===== src/rtl/seq_detect_ctrl.sv =====
// Word-level controller for an external overlapping "1101" Mealy detector: serialises
// each accepted word into the detector, collects its matches and reports a per-word result.
module seq_detect_ctrl #(
  parameter int unsigned WORD_W    = 8,
  parameter int unsigned CNT_W     = 4,
  parameter int unsigned TOT_W     = 16,
  parameter int unsigned LSB_FIRST = 0
) (
  input  logic              clk,
  input  logic              reset,
  input  logic              s_valid,
  output logic              s_ready,
  input  logic [WORD_W-1:0] s_data,
  output logic              det_in,
  output logic              det_rst_n,
  input  logic              det_out,
  output logic              m_valid,
  input  logic              m_ready,
  output logic [CNT_W-1:0]  m_count,
  output logic [CNT_W-1:0]  m_first,
  output logic              m_hit,
  output logic [TOT_W-1:0]  tot_count,
  input  logic              tot_clr,
  output logic              busy
);

  typedef enum logic [1:0] {IDLE, FLUSH, SHIFT, REPORT} state_t;

  localparam logic [CNT_W-1:0] LAST_BIT = CNT_W'(WORD_W - 1);

  state_t            state_q;
  logic [WORD_W-1:0] sreg_q;
  logic [CNT_W-1:0]  bit_q;
  logic              det_in_q;
  logic              det_rst_n_q;
  logic              m_valid_q;
  logic [CNT_W-1:0]  count_q;
  logic [CNT_W-1:0]  first_q;
  logic              hit_q;
  logic [TOT_W-1:0]  tot_q;
  logic [TOT_W-1:0]  tot_d;
  logic              head_bit;
  logic [WORD_W-1:0] sreg_shift;
  logic              match;

  always_comb begin
    head_bit   = (LSB_FIRST != 0) ? sreg_q[0] : sreg_q[WORD_W-1];
    sreg_shift = (LSB_FIRST != 0) ? (sreg_q >> 1) : (sreg_q << 1);
    match      = (state_q == SHIFT) && det_out;
    // Clear has priority over a coincident increment.
    tot_d = tot_q;
    if (tot_clr)
      tot_d = '0;
    else if (match && (tot_q != {TOT_W{1'b1}}))
      tot_d = tot_q + TOT_W'(1);
  end

  always_ff @(posedge clk or negedge reset) begin
    if (!reset) begin
      state_q     <= IDLE;
      sreg_q      <= '0;
      bit_q       <= '0;
      det_in_q    <= 1'b0;
      det_rst_n_q <= 1'b0;
      m_valid_q   <= 1'b0;
      count_q     <= '0;
      first_q     <= '0;
      hit_q       <= 1'b0;
      tot_q       <= '0;
    end else begin
      tot_q <= tot_d;
      case (state_q)
        IDLE: begin
          det_rst_n_q <= 1'b1;
          if (s_valid) begin
            sreg_q      <= s_data;
            bit_q       <= '0;
            count_q     <= '0;
            first_q     <= '0;
            hit_q       <= 1'b0;
            det_rst_n_q <= 1'b0;
            state_q     <= FLUSH;
          end
        end
        FLUSH: begin
          // Bit 0 is presented as SHIFT begins, after the detector has been cleared.
          det_rst_n_q <= 1'b1;
          det_in_q    <= head_bit;
          sreg_q      <= sreg_shift;
          state_q     <= SHIFT;
        end
        SHIFT: begin
          if (det_out) begin
            count_q <= count_q + CNT_W'(1);
            if (!hit_q) begin
              first_q <= bit_q;
              hit_q   <= 1'b1;
            end
          end
          if (bit_q == LAST_BIT) begin
            det_in_q  <= 1'b0;
            m_valid_q <= 1'b1;
            state_q   <= REPORT;
          end else begin
            bit_q    <= bit_q + CNT_W'(1);
            det_in_q <= head_bit;
            sreg_q   <= sreg_shift;
          end
        end
        REPORT: begin
          if (m_ready) begin
            m_valid_q <= 1'b0;
            state_q   <= IDLE;
          end
        end
        default: state_q <= IDLE;
      endcase
    end
  end

  assign s_ready   = (state_q == IDLE);
  assign busy      = (state_q != IDLE);
  assign det_in    = det_in_q;
  assign det_rst_n = det_rst_n_q;
  assign m_valid   = m_valid_q;
  assign m_count   = count_q;
  assign m_first   = first_q;
  assign m_hit     = hit_q;
  assign tot_count = tot_q;

endmodule


===== config.mk =====
export PLATFORM = sky130hd
export DESIGN_NAME = seq_detect_ctrl
export DESIGN_NICKNAME = d
export VERILOG_FILES = /design/src/rtl/seq_detect_ctrl.sv
export SDC_FILE = /design/constraint.sdc
export NUM_CORES = 1
export LEC_CHECK = 0
export CORE_ASPECT_RATIO = 0.7
export CORE_MARGIN = 8
export CORE_UTILIZATION = 40
export DETAILED_ROUTE_END_ITERATION = 12
export PLACE_DENSITY = 0.67
export SLEW_MARGIN = 20
export SYNTH_ARGS = -nofsm -noshare
export SYNTH_HDL_FRONTEND = slang
export SYNTH_SLANG_ARGS = --single-unit

===== constraint.sdc =====
create_clock -name clk -period 1.8 [get_ports clk]
set_input_delay 0.36 -clock clk [delete_from_list [all_inputs] [get_ports clk]]
set_output_delay 0.36 -clock clk [all_outputs]
set_load 0.01 [all_outputs]

==> results of run 1 <==
[Yosys cell counts, types with 3 or more instances]
cell type,instances,area share (%)
or3_1,8,2.2
nor3_1,5,1.1
nor4_1,4,1.1
mux2i_1,10,4.4
a21oi_1,23,5.1
nor2_1,18,3.0
nand2_1,14,2.3
inv_1,10,1.7
ha_1,9,5.0
clkbuf_1,3,0.50
nand4_1,6,1.7
a22o_1,11,4.3
o21ai_0,15,3.3
or4_1,3,1.0
nand3_1,9,2.0
nand2b_1,5,1.4
dfrtp_1,42,47
o31ai_1,3,1.0
[metrics by stage]
stage / hold slack, ns / cells / util (%) / setup TNS, ns
floorplan: 0.06441 / 233 / - / -0.3501
global placement: 0.3552 / 376 / 54.71 / -1.196
detailed placement: 0.3562 / 376 / 54.71 / -1.776
CTS: 0.03481 / 391 / 57.87 / -0.06422
global route: 0.05088 / 392 / 58.56 / -0.5557
finish: 0.01579 / 392 / 58.56 / -0.1123
[critical path: cells and delay by family, from the launching register on]
family	cells	cell delay [ns]
buffers and inverters	2	0.33
AND/OR/NAND/NOR	2	0.67
AO/OA/AOI/OAI	2	0.20
adder cells (fa/ha/maj)	1	0.16
flip-flops	1	0.43
[logic make-up after synthesis]
kind of cell / Yosys count
adders and majority gates: 9
xor gates and xnor gates: 1
muxes: 12
DFF: 42
and+or+nand+nor: 86
AOI/OAI and AO/OA: 62
buffers and inverters: 21
[registers in the layout, summed over array words and instances (netlist names)]
| signal | flops |
|---|---|
| m_valid | 1 |
| m_count | 4 |
| m_hit | 1 |
| det_in | 1 |
| state_q | 2 |
| m_first | 4 |
| det_rst_n | 1 |
| bit_q | 4 |
| sreg_q | 8 |
| tot_count | 16 |
[worst max path at each step]
stage / startpoint / to / slack [ns] / depth (start not counted)
2_1_floorplan: state_q[0] / tot_count[13] / -0.08 / 7
6_report: tot_count[1] / tot_count[11] / -0.07 / 7
3_3_place_gp: det_out / tot_count[13] / -0.25 / 5
4_1_cts: tot_count[0] / tot_count[11] / -0.05 / 7
5_1_grt: tot_count[1] / tot_count[11] / -0.1 / 7
3_5_place_dp: det_out / tot_count[13] / -0.29 / 5
[layout by cell type (no fill, tap or decap), drive strengths merged, types with 10 or more instances in the layout]
master         count
buf               45
dfrtp             42
clkdlybuf4s50     40
a21oi             23
nor2              18
o21ai             15
nand2             14
a22o              11
inv               10
mux2i             10
[what timing repair did]
item | in CTS | in global routing
endpoints found under the setup margin | 9 | 18
hold buffers | 0 | 0
resized for setup | 14 | 11
pin swaps | 5 | 6
buffers inserted | 5 | 1
cloned | 2 | 0
[power by group]
group	internal [mW]	switching, mW	leakage (nW)	total [mW]
Sequential	1.19	0.182	0.543	1.37
Clock	0.276	0.319	0.0395	0.595
Combinational	1.10	0.998	0.810	2.09
Total	2.56	1.50	1.39	4.06
[layer usage]
metal	track usage [%]	share of wire [%]	vias to the layer above
met4	4.056	0.85	0
met3	3.961	4.9	5
met1	20.47	50	1023
met2	21.49	44	46
li1	-	-	1022
met5	0	0	-
[area by class of cell]
| class | count | area, µm² | share of cell area [%] |
|---|---|---|---|
| repair buffers | 87 | 779.5 | 23.84 |
| multi-input cells | 170 | 1224 | 37.43 |
| flip-flops and latches | 42 | 1055 | 32.26 |
| inverters | 10 | 37.54 | 1.148 |
| clock buffers | 8 | 80.08 | 2.449 |
| well taps | 75 | 93.84 | 2.870 |
==> results.md, run 1 <==
* Slowest stage cell on the critical path: or4_4
* Routed WL at 5.860 mm
* GPL Wtd Cong at 0.7679
* Max IR drop VDD at 0.0006008 V
* Fillers at 506
* Area fraction in compound gates after synthesis at 17.46%
* Register area share after synthesis at 46.72%
* Core ar. at 0.005583 mm²
* Initial antenna violation count at 0
* Power, Total at 4.061 mW
* Diodes inserted at 0
* H-tree depth at 2
* Sink Count at 42
* Die height at 78.75 µm
* Vias per inst at 5.347
* Vias in the first global route at 2079
* CTS tree: built
* Synthesized Nets at 256
* Max-slew violations at 0
* Reg clk slew, reported paths at 0.08 ns
* Setup violators final at 4
* Die X at 105.6 µm
* Leak at 1.392 nW
* Most common cell on crit path: buf_4
* Design area at 0.003269 mm²
* R2R cell count at 7
* Max-cap check violation count at 0
* Dpl hpwl at 4.031 mm
* CP required at 2.03 ns
* Yosys reg bits at 42
* Largest family of logic cells by synthesized area: simple AND/OR/NAND/NOR gates
* Mux contribution to synthesized area at 5.451%
* I/O Pins at 44
* Final hold viol count at 0
* Reg2Reg Setup Slack at -0.07 ns
* Clk_lat worst skew at 0.29 ns
* Synth Area in Adders at 5.006%
* XOR/XNOR Fraction of Synth Area at 0.3893%
* Area delta synth->final at 45.33%
* Fin crit period at 1.867 ns
* Reg2reg start: tot_count[1]
* Slowest stage delay, CP at 0.50 ns
* Largest net degree at the start of global routing at 43
* Post-synth EDFFs at 0
* All-Layer GR Usage at 14.54%
* Outcome: finished, violations left
* Synth Area in Simple Gates at 20.58%
* Syn Area/Cell at 9.655 µm²
* Final nets at 339
* Post-synthesis cell type count at 44
* TritonCTS Buffers at 5
* Crit start category: flip-flop
* Worst Path Max Fanout at 5
* Power Dens Cells at 1242 mW/mm²
* WL/cell at 14.95 µm
* Crit Path Category: flip-flop to flip-flop
* Clock buffer depth at 2
* Drt pass-1 iters at 4
* RSZ-0062 raised after global routing: true
* Reg-to-Reg End: tot_count[11]
* Residual DRC at 0
* Post-route ant nets at 0
* Global-route wire length before repair at 10.01 mm
* Worst setup margin at -0.06653 ns
* Layout cells sized above 1 at 24.29%
* Cell row count at 23
* Synth async-reset ratio at 100.0%
* Tightest Pin Transition at 0.3635 ns
* Crit-path cells: ha_4 > nand4_1 > buf_4 > o41ai_4 > buf_4 > or4_4 > a21oi_2
* DR iter-0 viols at 127
* Die Area at 0.008318 mm²
* Final worst path period share at 103.7%
* CP arrival at 2.09 ns
* HP Class: primary input to asynchronous set/reset pin
* Relative slew margins at 75.68%
* Pre-CTS setup slack at -0.2850 ns
* Clk_skew at 0.006359 ns
* Port buffer count at 43
* GRT Residual Overflow at 0
* Achievable clock frequency at 535.8 MHz
* Worst setup EP type: flip-flop
* Via count at 2096
* Ys flop type: dfrtp_1
* Placed standard-cell area at 0.003054 mm²
* Initial core utilization at 40.30%
* Syn Std Cell Area at 0.002250 mm²
* Failing checks: setup timing
* Root buf cell: clkbuf_8
* Cell count after synthesis at 233
* Synth Warn # at 0
(Power assumes the default switching activity.)
==> run 2, diff against run 1 <==
--- a/config.mk
+++ b/config.mk
@@ -7,9 +7,8 @@
 export LEC_CHECK = 0
 export CORE_ASPECT_RATIO = 0.7
 export CORE_MARGIN = 8
-export CORE_UTILIZATION = 40
+export CORE_UTILIZATION = 35
 export DETAILED_ROUTE_END_ITERATION = 12
-export PLACE_DENSITY = 0.67
 export SLEW_MARGIN = 20
 export SYNTH_ARGS = -nofsm -noshare
 export SYNTH_HDL_FRONTEND = slang
==> constraint.sdc (replaced) <==
create_clock -name clk -period 1.65 [get_ports clk]
set_input_delay 0.33 -clock clk [delete_from_list [all_inputs] [get_ports clk]]
set_output_delay 0.33 -clock clk [all_outputs]
set_load 0.01 [all_outputs]
==> run 2 against run 1 <==
Effect of this change: the run still ends with setup timing left; wire length rose by 7.4%; worst setup slack lost 0.11 ns; first-iteration DRC count shrank 47%; clock power is 9.6% higher; worst hold slack lost 0.016 ns; largest cell class unchanged; largest power group unchanged.
==> results.md, run 2 (same netlist as run 1, synthesis figures left out) <==
* Most frequent cells in the layout: buf_4, dfrtp_1, clkdlybuf4s50_1
* Finished Layout Cells at 418 (+6.6%)
* Relative slew margins at 76.46% (+0.77 points)
* Slowest stage cell on the critical path: or4_4
* Max-slew violations at 0 (unchanged)
* Max-cap check violation count at 0 (unchanged)
* Die Area at 0.009290 mm² (+12%)
* Most common cell on crit path: buf_4
* Via count at 2138 (+2.0%)
* Final core utilization at 59.80% (+1.2 points)
* Clk_lat worst skew at 0.29 ns (about the same)
* Achievable clock frequency at 548.5 MHz (+2.4%)
* RSZ-0062 raised after global routing: true
* Leak at 1.690 nW (+21%)
* TritonCTS Buffers at 5 (unchanged)
* Delay-heaviest family, CP: simple AND/OR/NAND/NOR gates
* Crit Path Category: flip-flop to flip-flop
* Worst setup margin at -0.1731 ns (-0.1066 ns)
* HP Class: primary input to asynchronous set/reset pin
* All-Layer GR Usage at 13.30% (-1.2 points)
* CP startpoint: tot_count[0]
* Vias in the first global route at 2095 (+0.77%)
* Diodes inserted at 0 (unchanged)
* GRT Residual Overflow at 0 (unchanged)
* Worst Path Max Fanout at 4 (-1)
* CTS tree: built
* Final hold viol count at 0 (unchanged)
* Dpl hpwl at 4.174 mm (+3.6%)
* Failing checks: setup timing
* Initial core utilization at 36.19% (-4.1 points)
* Crit-path cells: ha_4 > nand4_1 > buf_4 > o41ai_4 > buf_4 > or4_4 > a21oi_2
* Final worst path period share at 110.5% (+6.8 points)
* Power Dens Cells at 1394 mW/mm² (+12%)
* Crit start category: flip-flop
* CP Buf/Inv Count at 2 (unchanged)
* CP required at 1.87 ns (-0.16 ns)
* Post-route ant nets at 0 (unchanged)
* Die X at 111.8 µm (+5.9%)
* CP Depth at 7 (unchanged)
* Routed WL at 6.295 mm (+7.4%)
* Layout cells sized above 1 at 43.24% (+19 points)
* Outcome: finished, violations left
* Max reg flops at 16 (unchanged)
* WL/cell at 15.06 µm (+0.74%)
* Worst setup EP type: flip-flop
* DR iter-0 viols at 67 (-47%)
* Tightest Pin Transition at 0.3520 ns (-0.01156 ns)
* Vias per inst at 5.115 (-4.3%)
* Global-route wire length before repair at 10.22 mm (+2.1%)
* I/O Pins at 44 (unchanged)
* Pre-CTS setup slack at -0.3533 ns (-0.06830 ns)
* CTS Hold Bufs at 0 (unchanged)
* Most common cell after layout, fill and taps aside: buf_4
* Reg2reg start: tot_count[0]
* Initial antenna violation count at 0 (unchanged)
* Setup TNS at -2.188 ns (-2.075 ns)
* H-tree depth at 2 (unchanged)
* Area delta synth->final at 65.24%
* Die height at 83.08 µm (+5.5%)
* Fillers at 540 (+6.7%)
* Reg-to-Reg End: tot_count[9]
* Slowest stage delay, CP at 0.52 ns (+0.02 ns)
* GPL Wtd Cong at 0.8043 (+4.7%)
* Fin crit period at 1.823 ns (-0.04340 ns)
* Reg2Reg Setup Slack at -0.17 ns (-0.11 ns)
* Setup violators final at 28 (+24)
* Residual DRC at 0 (unchanged)
* Core ar. at 0.006216 mm² (+11%)
* Drt pass-1 iters at 4 (unchanged)
* R2R cell count at 7 (unchanged)
* CP arrival at 2.05 ns (-0.04 ns)
* Max IR drop VDD at 0.0007717 V (+28%)
* Root buf cell: clkbuf_8
* Cell count after placement at 391 (+4.0%)
* Cell row count at 24 (+4.3%)
* Sink Count at 42 (unchanged)
* Clock buffer depth at 2 (unchanged)
* Port buffer count at 43 (unchanged)
* Final nets at 362 (+6.8%)
* Largest net degree at the start of global routing at 43 (unchanged)
* Reg clk slew, reported paths at 0.09 ns (about the same)
* Worst setup endpoint: tot_count[9]
* Clk_skew at 0.009154 ns (+0.002796 ns)
## run 2: how the worst min path moves through the flow
stage / end / start / cells past startpoint
floorplan: bit_q[0] / reset / 0
global placement: sreg_q[5] / reset / 2
detailed placement: sreg_q[5] / reset / 2
CTS: m_count[0] / reset / 2
global route: sreg_q[1] / reset / 2
finish: tot_count[8] / reset / 2
## run 2: timing repair
action	CTS	global route
pin swaps	13	21
setup buffers	10	8
cloned	2	0
resized for setup	48	67
endpoints found under the setup margin	41	44
## run 2: report_power, final
group	switching, mW	internal [mW]	total [mW]
Sequential	0.205	1.30	1.51
Clock	0.351	0.301	0.652
Combinational	1.39	1.63	3.02
Total	1.94	3.24	5.18
## run 2: area by class of cell
cell class / count / area, µm² / area share [%]
multi-input combinational: 170 / 1460 / 39.28
inverter: 10 / 40.04 / 1.077
sequential: 42 / 1056 / 28.41
clock buffer: 8 / 80.08 / 2.154
tap: 78 / 97.59 / 2.625
timing repair buffer: 110 / 983.4 / 26.46
## run 2: per-layer routing
metal / global-route usage, % / vias up / part of all wire, %
met3: 3.613 / 8 / 4.4
met2: 20.29 / 39 / 46
met5: 0 / - / 0
li1: - / 1067 / -
met1: 17.90 / 1024 / 49
met4: 4.079 / 0 / 0.97
## run 2: stage by stage
step                power, mW  hold slack, ns  area (µm²)
finish                  5.181       0.0001429        3717
global route            5.537        0.005574        3717
CTS                     4.599        0.003001        3418
detailed placement      3.747          0.3277        3177
global placement        3.705          0.3239        3177
floorplan               2.845         0.03441        2344
